`config.mk`:
```
export PLATFORM = sky130hd
export DESIGN_NAME = chebyshev_sequencer
export DESIGN_NICKNAME = d
export VERILOG_FILES = /design/src/rtl/chebyshev_sequencer.sv
export SDC_FILE = /design/constraint.sdc
export NUM_CORES = 1
export LEC_CHECK = 0
export ABC_AREA = 1
export CAP_MARGIN = 20
export CELL_PAD_IN_SITES_DETAIL_PLACEMENT = 1
export CELL_PAD_IN_SITES_GLOBAL_PLACEMENT = 1
export CORE_MARGIN = 5
export CORE_UTILIZATION = 30
export CTS_CLUSTER_DIAMETER = 60
export DETAILED_ROUTE_END_ITERATION = 10
export PLACE_DENSITY = 0.74
export SLEW_MARGIN = 25
export SYNTH_ARGS = -nofsm -noshare
export SYNTH_HDL_FRONTEND = slang
export SYNTH_SLANG_ARGS = --single-unit
```
`constraint.sdc`:
```
create_clock -name clock -period 12.8 [get_ports clock]
set_clock_uncertainty 0.15 [all_clocks]
set_input_delay 3.84 -clock clock [delete_from_list [all_inputs] [get_ports clock]]
set_output_delay 3.84 -clock clock [all_outputs]
set_load 0.05 [all_outputs]
```
`src/rtl/chebyshev_sequencer.sv`:
```
// Control sequencer for an external Horner-style Chebyshev datapath: clears it, streams
// coefficients highest-first against a captured evaluation point, drains it, and holds the result.
module chebyshev_sequencer #(
  parameter int WL       = 16,
  parameter int CL       = 16,
  parameter int WIDENING = 3,
  parameter int DEGREE   = 7,
  parameter int AW       = 3,
  parameter int DRAIN    = 2,
  localparam int RW      = 2*WL + CL + WIDENING
) (
  input  logic                 clock,
  input  logic                 reset,
  input  logic                 start,
  input  logic signed [WL-1:0] x_in,
  output logic                 busy,
  input  logic                 cfg_we,
  input  logic [AW-1:0]        cfg_addr,
  input  logic signed [CL-1:0] cfg_data,
  output logic                 dp_resetn,
  output logic signed [WL-1:0] dp_data,
  output logic signed [CL-1:0] dp_coeff,
  input  logic signed [RW-1:0] dp_result,
  output logic signed [RW-1:0] result,
  output logic                 result_valid,
  input  logic                 result_ready
);

  localparam int DCW = (DRAIN > 1) ? $clog2(DRAIN) : 1;
  localparam logic [AW:0] MAX_ADDR = (AW+1)'(DEGREE);

  typedef enum logic [2:0] {S_IDLE, S_CLEAR, S_FEED, S_DRAIN, S_HOLD} state_t;

  state_t                state_q, state_d;
  logic [AW-1:0]         k_q, k_d;
  logic [DCW-1:0]        dc_q, dc_d;
  logic signed [WL-1:0]  x_q, x_d;
  logic signed [CL-1:0]  coef_q [2**AW];
  logic                  coef_we;

  logic                  busy_q, busy_d;
  logic                  dp_resetn_q, dp_resetn_d;
  logic signed [WL-1:0]  dp_data_q, dp_data_d;
  logic signed [CL-1:0]  dp_coeff_q, dp_coeff_d;
  logic signed [RW-1:0]  result_q, result_d;
  logic                  result_valid_q, result_valid_d;

  // Coefficients are only writable while idle and inside 0..DEGREE.
  assign coef_we = cfg_we && (state_q == S_IDLE) && ({1'b0, cfg_addr} <= MAX_ADDR);

  always_ff @(posedge clock or posedge reset) begin
    if (reset) begin
      for (int i = 0; i < 2**AW; i++) coef_q[i] <= '0;
    end else if (coef_we) begin
      coef_q[cfg_addr] <= cfg_data;
    end
  end

  always_ff @(posedge clock or posedge reset) begin
    if (reset) begin
      state_q <= S_IDLE;
      k_q     <= '0;
      dc_q    <= '0;
      x_q     <= '0;
    end else begin
      state_q <= state_d;
      k_q     <= k_d;
      dc_q    <= dc_d;
      x_q     <= x_d;
    end
  end

  always_comb begin
    state_d = state_q;
    k_d     = k_q;
    dc_d    = dc_q;
    x_d     = x_q;
    unique case (state_q)
      S_IDLE: begin
        if (start) begin
          state_d = S_CLEAR;
          x_d     = x_in;
          k_d     = AW'(DEGREE);
        end
      end
      S_CLEAR: state_d = S_FEED;
      S_FEED: begin
        if (k_q == '0) begin
          state_d = S_DRAIN;
          dc_d    = DCW'(DRAIN - 1);
        end else begin
          k_d = k_q - AW'(1);
        end
      end
      S_DRAIN: begin
        if (dc_q == '0) state_d = S_HOLD;
        else            dc_d    = dc_q - DCW'(1);
      end
      S_HOLD: begin
        if (result_ready) state_d = S_IDLE;
      end
      default: state_d = S_IDLE;
    endcase
  end

  // Outputs are decoded from the next state so every port is a flop.
  always_comb begin
    busy_d         = (state_d != S_IDLE);
    dp_resetn_d    = (state_d != S_CLEAR);
    dp_data_d      = ((state_d == S_FEED) || (state_d == S_DRAIN)) ? x_q : '0;
    dp_coeff_d     = (state_d == S_FEED) ? coef_q[k_d] : '0;
    result_d       = ((state_q == S_DRAIN) && (dc_q == '0)) ? dp_result : result_q;
    result_valid_d = (state_d == S_HOLD);
  end

  always_ff @(posedge clock or posedge reset) begin
    if (reset) begin
      busy_q         <= 1'b0;
      dp_resetn_q    <= 1'b0;
      dp_data_q      <= '0;
      dp_coeff_q     <= '0;
      result_q       <= '0;
      result_valid_q <= 1'b0;
    end else begin
      busy_q         <= busy_d;
      dp_resetn_q    <= dp_resetn_d;
      dp_data_q      <= dp_data_d;
      dp_coeff_q     <= dp_coeff_d;
      result_q       <= result_d;
      result_valid_q <= result_valid_d;
    end
  end

  assign busy         = busy_q;
  assign dp_resetn    = dp_resetn_q;
  assign dp_data      = dp_data_q;
  assign dp_coeff     = dp_coeff_q;
  assign result       = result_q;
  assign result_valid = result_valid_q;

endmodule

```
# After elaboration in Yosys (flattened, before gate mapping)
# Cells that the tools add are included.
# totals
word_cells,64
ff_bits,237
rom_bits,0
memories,0
latchBits,0
inputBits,91
out_inout_bits,86
mem_bits_rw,0
# op_classes
n_addsub,2
order_cmp,3
eq_ne,9
n_shift,0
n_div,0
mux,19
n_reduce_logical,10
mul,0
bitwise_logic,3
# op_table
operator,count
$bwmux 128,1
$mux 16,5
$bmux 16 s3,1
$demux 16 s3,1
$mux 3,6
$pmux 3 s5,1
$eq 3x2->1 const B,4
$ge 4x4->1 const B,2
$not 3->4,2
$eq 3x3->1 const B,2
$logic_not 3->1,2
$pmux 3 s2,1
$lt 4x1->1 const B,1
$reduce_and 2->1,2
$eq 3x1->1 const B,1
$logic_and 1x1->1,3
$ne 3x1->1 const B,1
$reduce_bool 3->1,1
$sub 3x1->3 const B,1
$mux 1,2
$ne 2x2->1 const B,1
$pmux 1 s2,1
$reduce_bool 2->1,1
$logic_or 1x1->1,1
other kinds (2),2

# Depth between registers and ports, before layout
# Gate-level depths: netlist of run 1.
# depth
word_depth,8
mapped_depth,13
depth_no_buf,12

# Least setup slack after synthesis of run 1
# OpenSTA, ideal clock, no wires.
# synth_path
kind,input to register
start,input start
end,"register dp_coeff_q[2], in the netlist dp_coeff[2]"
t_required_ps,12533
setup_time_ps,117
stages,11
path_buffers,1
slack_ps,7794
arrival_ps,4740
cell_sequence,nor2_1 nand3_1 nand2_1 inv_2 nand2_2 clkbuf_1 nand2_1 nand3_1 nand3_1 nand2_1 nor2_1
# synth_via
elab_chain_cells,7
word_cells_on_any_way,10
classes_between,eq/ne: 1; mux: 8; bitwise: 1
# synth_rtl
element,line_no,text
start: declaration,14,"input logic start,"
$mux 3,80,if (start) begin
$pmux 3 s2,78,unique case (state_q)
$not 3->4 (implied by the code),111,dp_coeff_d = (state_d == S_FEED) ? coef_q[k_d] : '0;
$bmux 16 s3,111,
$mux 16 (implied by the code) (2 in a row),111,
$mux 16 *,111,
net dp_coeff_d[2],44,"logic signed [CL-1:0] dp_coeff_q, dp_coeff_d;"
end signal: assignment,128,dp_coeff_q <= dp_coeff_d;
end: declaration,44,
# Mark *: on every way through the listed nets, which the timed path passes. The rest lies on a longest branch. The select of a mux whose other input is x is not followed.
# A chain may end at the register's enable or synchronous reset.

# Worst setup path after layout of run 1
# layout_path
start,input start
end,"register dp_coeff_q[8], in the netlist dp_coeff[8]"
# Same word-level chain as after synthesis.

==> out/metrics.csv, run 1 <==
metric,value,unit
run status,"complete, no violations",
post-synthesis area per instance,8.95,sq um
CP endpoint kind,register,
number of max-slew violations in the final report,0,
Post-DRT Antenna Nets,0,
Final Wtd Congestion,0.788,
synth unique cells,26,
RSZ-0062 raised after global routing,false,
"Top FF cell, synth",dfrtp_1,
total via count after detailed routing,8389,
count of boundary I/O pins,177,
Finished Core Util,39.2,%
maximum net fanout on the critical path,53,
area share of the largest cell type after synthesis,57.4,%
Slew @ Worst Pin,0.961,ns
initial antenna violation count,0,
die span in x,196,um
core box area,34300,sq um
Routed WL,31300,um
Synth Cell Area,10300,sq um
leading area contributor after synthesis,dfrtp_1,
Total Die Area,38300,sq um
Cells after Synth,1155,
Longest Clk Path Bufs,3,
clk_lat worst skew,0.56,ns
classification of the worst setup path,input pin to register,
min cycle time layout,6.40,ns
count of maximum capacitance violations,0,
crit share post-route,50.0,%
number of synthesized flops with an enable pin,0,
number of warnings reported in the yosys synthesis log,0,
Setup Total Neg Slack,0,ns
Startpoint Class,input pin,
vertical extent of the die,196,um
Max Clock Freq,0.156,GHz
first-pass GRT wire length,49700,um
crit path max-delay cell type,clkdlybuf4s50_1,
post-synthesis sequential area ratio,57.4,%
Max transition margin,35.9,%
instance count after placement with tap cells included,1738,
DR iter-0 viols,401,
clock tree from TritonCTS,done,
Resize count post-CTS,0,
final cell count without fillers,1787,
required time at the worst-slack endpoint,13.13,ns
number of clock sinks,237,
most instantiated cells after synthesis,"237 x dfrtp_1, 237 x nand2_1, 155 x inv_1",
CTS hold repair buffers,0,
Pwr per Cell Area,312,nW/um^2
via count of the first global-routing pass,8806,
Total GRT Usage,16.0,%
P&R area growth vs syn,29.9,%
clock-pin slew of the registers on the worst-case setup and hold paths,0.06,ns
"Cell Area, Placed",12500,sq um
number of nets in the layout,1407,
cell types occupying the most area after synthesis,"dfrtp_1 57%, nand2_1 8.6%, nand3_1 5.8%",
number of setup violations in the final report,0,
number of placement rows,68,
async set-or-reset flop fraction in the synthesized netlist,100,%
Post-Synthesis Net Count,1248,
GR Overflow Total,0,
starting utilization of the core area,30.1,%
setup repair bufs after CTS,0,
sum of net half-perimeters after detailed placement,20500,um
worst min path class,register to register,
CTS buffer count,29,
Arrival @ worst endpoint,6.72,ns
Remaining DRCs,0,
biggest cell delay along the critical path,0.54,ns
detailed-route vias per instance,4.69,
Final Hold Violating Endpoints,0,
maximum number of pins on one net before global-route repair,84,
total number of H-tree levels,1,
count of port buffers added during placement,176,
root buf cell,clkbuf_16,
Avg WL per Cell,17.5,um
"final std cell area, no fill",13400,sq um
largest voltage drop on the vdd net,149,uV
TritonRoute pass-1 iters,4,
leakage component of the power,6.24,nW
Ant. Diodes,0,
total design power,4.19,mW
"flops & latches, synth",237,
critical path cell sequence,clkdlybuf4s50_1 > nor2_1 > nand3_1 > nand2_1 > inv_2 > buf_4 > nand2_2 > buf_4 > nand2_1 > nand3_1 > nand3_1 > nand2_1 > nor2_1,
share of cells above drive strength 1,10.2,%
power by group:
part           switching, mW  internal (mW)  total [mW]
Clock                  0.325          0.468       0.792
Combinational           1.43          0.700        2.13
Sequential             0.144           1.12        1.27
metrics by stage:
stage          hold WS [ns]  setup slack, ns
5_1_grt               0.358             6.20
4_1_cts               0.342             6.44
2_1_floorplan         0.303             2.31
3_3_place_gp          0.316             6.00
3_5_place_dp          0.328             5.91
6_report              0.338             6.40
final cells by class:
class	count	area, sq um
inverter	160	608
tap	455	569
fill	3973	20900
timing repair buffer	190	1870
sequential	237	5930
clock inverter	11	123
clock buffer	38	810
multi-input combinational	696	3510
final timing paths:
kind                       startpoint           end  slack, ns  cells past startpoint
max in group asynchronous       reset  dp_coeff[11]       7.68                      3
hold / removal             coef_q[17]    coef_q[17]       0.34                      2
setup reg to reg               k_q[0]   dp_coeff[8]       9.44                     14
min in group asynchronous       reset    result[35]       3.64                      2
setup / recovery                start   dp_coeff[8]       6.40                     13
hold reg to reg            coef_q[17]    coef_q[17]       0.34                      2
flip-flops by register name (all words and copies together) (netlist names):
name / count
dp_data: 16
state_q: 3
dc_q: 1
dp_resetn: 1
busy: 1
x_q: 16
dp_coeff: 16
result_valid: 1
result: 51
coef_q: 128
k_q: 3
routing by layer:
layer	wire (um)	GRT usage, %	vias up	part of all wire [%]
met5	0	0	-	0
met2	13900	24.8	263	44
li1	-	-	3944	-
met3	2730	3.09	35	8.7
met1	14200	23.5	4147	45
met4	465	2.90	0	1.5
cell families after synthesis:
group	synth area share, %
AND/OR/NAND/NOR	21.0
flip-flops	57.4
buffers and inverters	8.73
AO/OA/AOI/OAI	7.07
multiplexers	5.56
adder cells (fa/ha/maj)	0.242
critical path: cells and delay by family:
family	cells	cell delay, ns
AND/OR/NAND/NOR	9	1.30
buffers and inverters	4	1.51
layout by cell type, fill, tap and decap left out, drive strengths merged:
cell / instances
a21oi: 33
and3: 1
buf: 14
bufinv: 1
clkbuf: 38
clkdlybuf4s50: 176
clkinv: 1
clkinvlp: 4
dfrtp: 237
ha: 2
inv: 165
mux2: 51
nand2: 242
nand3: 122
nand3b: 1
nor2: 122
nor3: 4
nor4: 4
o21ai: 113
or3: 1
Power figures use the tool's default switching activity.
==> run 2: changes to the inputs <==
PLACE_DENSITY = 0.76   (was 0.74)
clock period = 5.8 ns   (was 12.8 ns; I/O delays follow)
==> out/metrics.csv, run 2 (same netlist as run 1, synthesis figures left out) <==
metric,value,unit,change
run status,"complete, no violations",,unchanged
clk_lat worst skew,0.54,ns,was 0.56 ns
Total Die Area,38300,sq um,unchanged
clock-pin slew of the registers on the worst-case setup and hold paths,0.05,ns,was 0.06 ns
total design power,9.30,mW,was 4.19 mW
TritonRoute pass-1 iters,4,,unchanged
DR iter-0 viols,555,,was 401
Final Wtd Congestion,0.813,,was 0.788
flip-flop count of the largest register after layout,128,,unchanged
count of filler cells inserted in the layout,4016,,was 3973
share of cells above drive strength 1,10.1,%,was 10.2%
number of placement rows,68,,unchanged
first-pass GRT wire length,51100,um,was 49700 um
required time at the worst-slack endpoint,3.91,ns,was 13.13 ns
number of nets in the layout,1410,,was 1407
min cycle time layout,3.72,ns,
Resize count post-CTS,0,,unchanged
die span in x,196,um,unchanged
total number of H-tree levels,1,,unchanged
GR Overflow Total,0,,unchanged
critical path cell sequence,clkdlybuf4s50_1,,was clkdlybuf4s50_1 > nor2_1 > nand3_1 > nand2_1 > inv_2 > buf_4 > nand2_2 > buf_4 > nand2_1 > nand3_1 > nand3_1 > nand2_1 > nor2_1
crit path max-delay cell type,clkdlybuf4s50_1,,unchanged
count of boundary I/O pins,177,,unchanged
P&R area growth vs syn,30.1,%,was 29.9%
biggest cell delay along the critical path,0.87,ns,was 0.54 ns
most common library cell in the layout ignoring fill and taps,dfrtp_1,,unchanged
classification of the worst setup path,register to primary output,,was input pin to register
vertical extent of the die,196,um,unchanged
number of setup violations in the final report,0,,unchanged
worst setup slack before clock tree synthesis,1.66,ns,was 5.91 ns
Avg WL per Cell,17.9,um,was 17.5 um
crit share post-route,64.1,%,
Longest Clk Path Bufs,3,,unchanged
register ranked first by flip-flop count,coef_q,,unchanged
Remaining DRCs,0,,unchanged
number of clock sinks,237,,unchanged
Slew @ Worst Pin,0.939,ns,was 0.961 ns
Setup Total Neg Slack,0,ns,unchanged
RSZ-0062 raised after global routing,false,,unchanged
clock tree from TritonCTS,done,,unchanged
CTS hold repair buffers,0,,unchanged
Max transition margin,37.3,%,was 35.9%
sum of net half-perimeters after detailed placement,21000,um,was 20500 um
via count of the first global-routing pass,9112,,was 8806
kind of cell with the highest combined delay on the critical path,buffers and inverters,,unchanged
core box area,34300,sq um,unchanged
worst min path class,register to register,,unchanged
initial antenna violation count,0,,unchanged
maximum number of pins on one net before global-route repair,144,,was 84
total via count after detailed routing,8421,,was 8389
maximum net fanout on the critical path,1,,was 53
count of port buffers added during placement,176,,unchanged
FF/Latch Area,5930,sq um,unchanged
Ant. Diodes,0,,unchanged
CP endpoint kind,primary output,,was register
"final std cell area, no fill",13400,sq um,about the same
Post-DRT Antenna Nets,0,,unchanged
most frequent cells in the layout,"237 x dfrtp_1, 236 x nand2_1, 176 x clkdlybuf4s50_1, 154 x inv_1, 120 x nand3_1",,unchanged
Pwr per Cell Area,692,nW/um^2,was 312 nW/um^2
Startpoint Class,register,,was input pin
largest voltage drop on the vdd net,389,uV,was 149 uV
count of maximum capacitance violations,0,,unchanged
"Cell Area, Placed",12500,sq um,about the same
detailed-route vias per instance,4.70,,was 4.69
CTS buffer count,29,,unchanged
number of max-slew violations in the final report,0,,unchanged
min setup slack post-route,2.08,ns,was 6.40 ns
leakage component of the power,6.26,nW,was 6.24 nW
setup repair bufs after CTS,0,,unchanged
multi-input logic area,3510,sq um,unchanged
root buf cell,clkbuf_16,,unchanged
starting utilization of the core area,30.1,%,unchanged
Routed WL,32000,um,was 31300 um
Finished Core Util,39.2,%,about the same
Total GRT Usage,16.4,%,was 16.0%
Final Hold Violating Endpoints,0,,unchanged
Arrival @ worst endpoint,1.83,ns,was 6.72 ns
Max Clock Freq,0.269,GHz,
number of buffers and inverters on the critical path,1,,was 4
run 2: where the power goes:
part / internal, mW / switching, mW
clock network: 1.05 / 0.688
logic: 1.56 / 3.19
registers: 2.48 / 0.334
run 2: path summary, 6_finish.rpt:
| kind | start | endpoint | slack [ns] | cells past startpoint |
|---|---|---|---|---|
| worst max register to register | k_q[0] | dp_coeff[0] | 2.95 | 14 |
| max in group asynchronous | reset | coef_q[24] | 3.19 | 3 |
| worst min register to register | coef_q[18] | coef_q[18] | 0.34 | 2 |
| worst min-delay path | coef_q[18] | coef_q[18] | 0.34 | 2 |
| worst max-delay path | dp_coeff[15] | dp_coeff[15] | 2.08 | 1 |
| min in group asynchronous | reset | result[7] | 1.59 | 3 |
run 2: metal layers:
| layer | GRT usage, % | part of all wire [%] | vias up |
|---|---|---|---|
| met1 | 22.8 | 45 | 4171 |
| met4 | 3.18 | 1.7 | 0 |
| met3 | 3.26 | 7.8 | 37 |
| li1 | - | - | 3933 |
| met5 | 0 | 0 | - |
| met2 | 26.8 | 45 | 280 |
run 2: area by class of cell:
type	instances	share of cell area [%]
multi-input combinational	696	26.1
clock buffer	41	6.03
inverter	160	4.50
sequential	237	44.1
clock inverter	8	0.726
tap	455	4.24
timing repair buffer	193	14.2
run 2: stage by stage:
stage / hold slack [ns] / cells
after floorplan: 0.303 / 1155
after global placement: 0.315 / 1741
final: 0.338 / 1790
after global routing: 0.361 / 1790
after CTS: 0.342 / 1790
after detailed placement: 0.328 / 1741
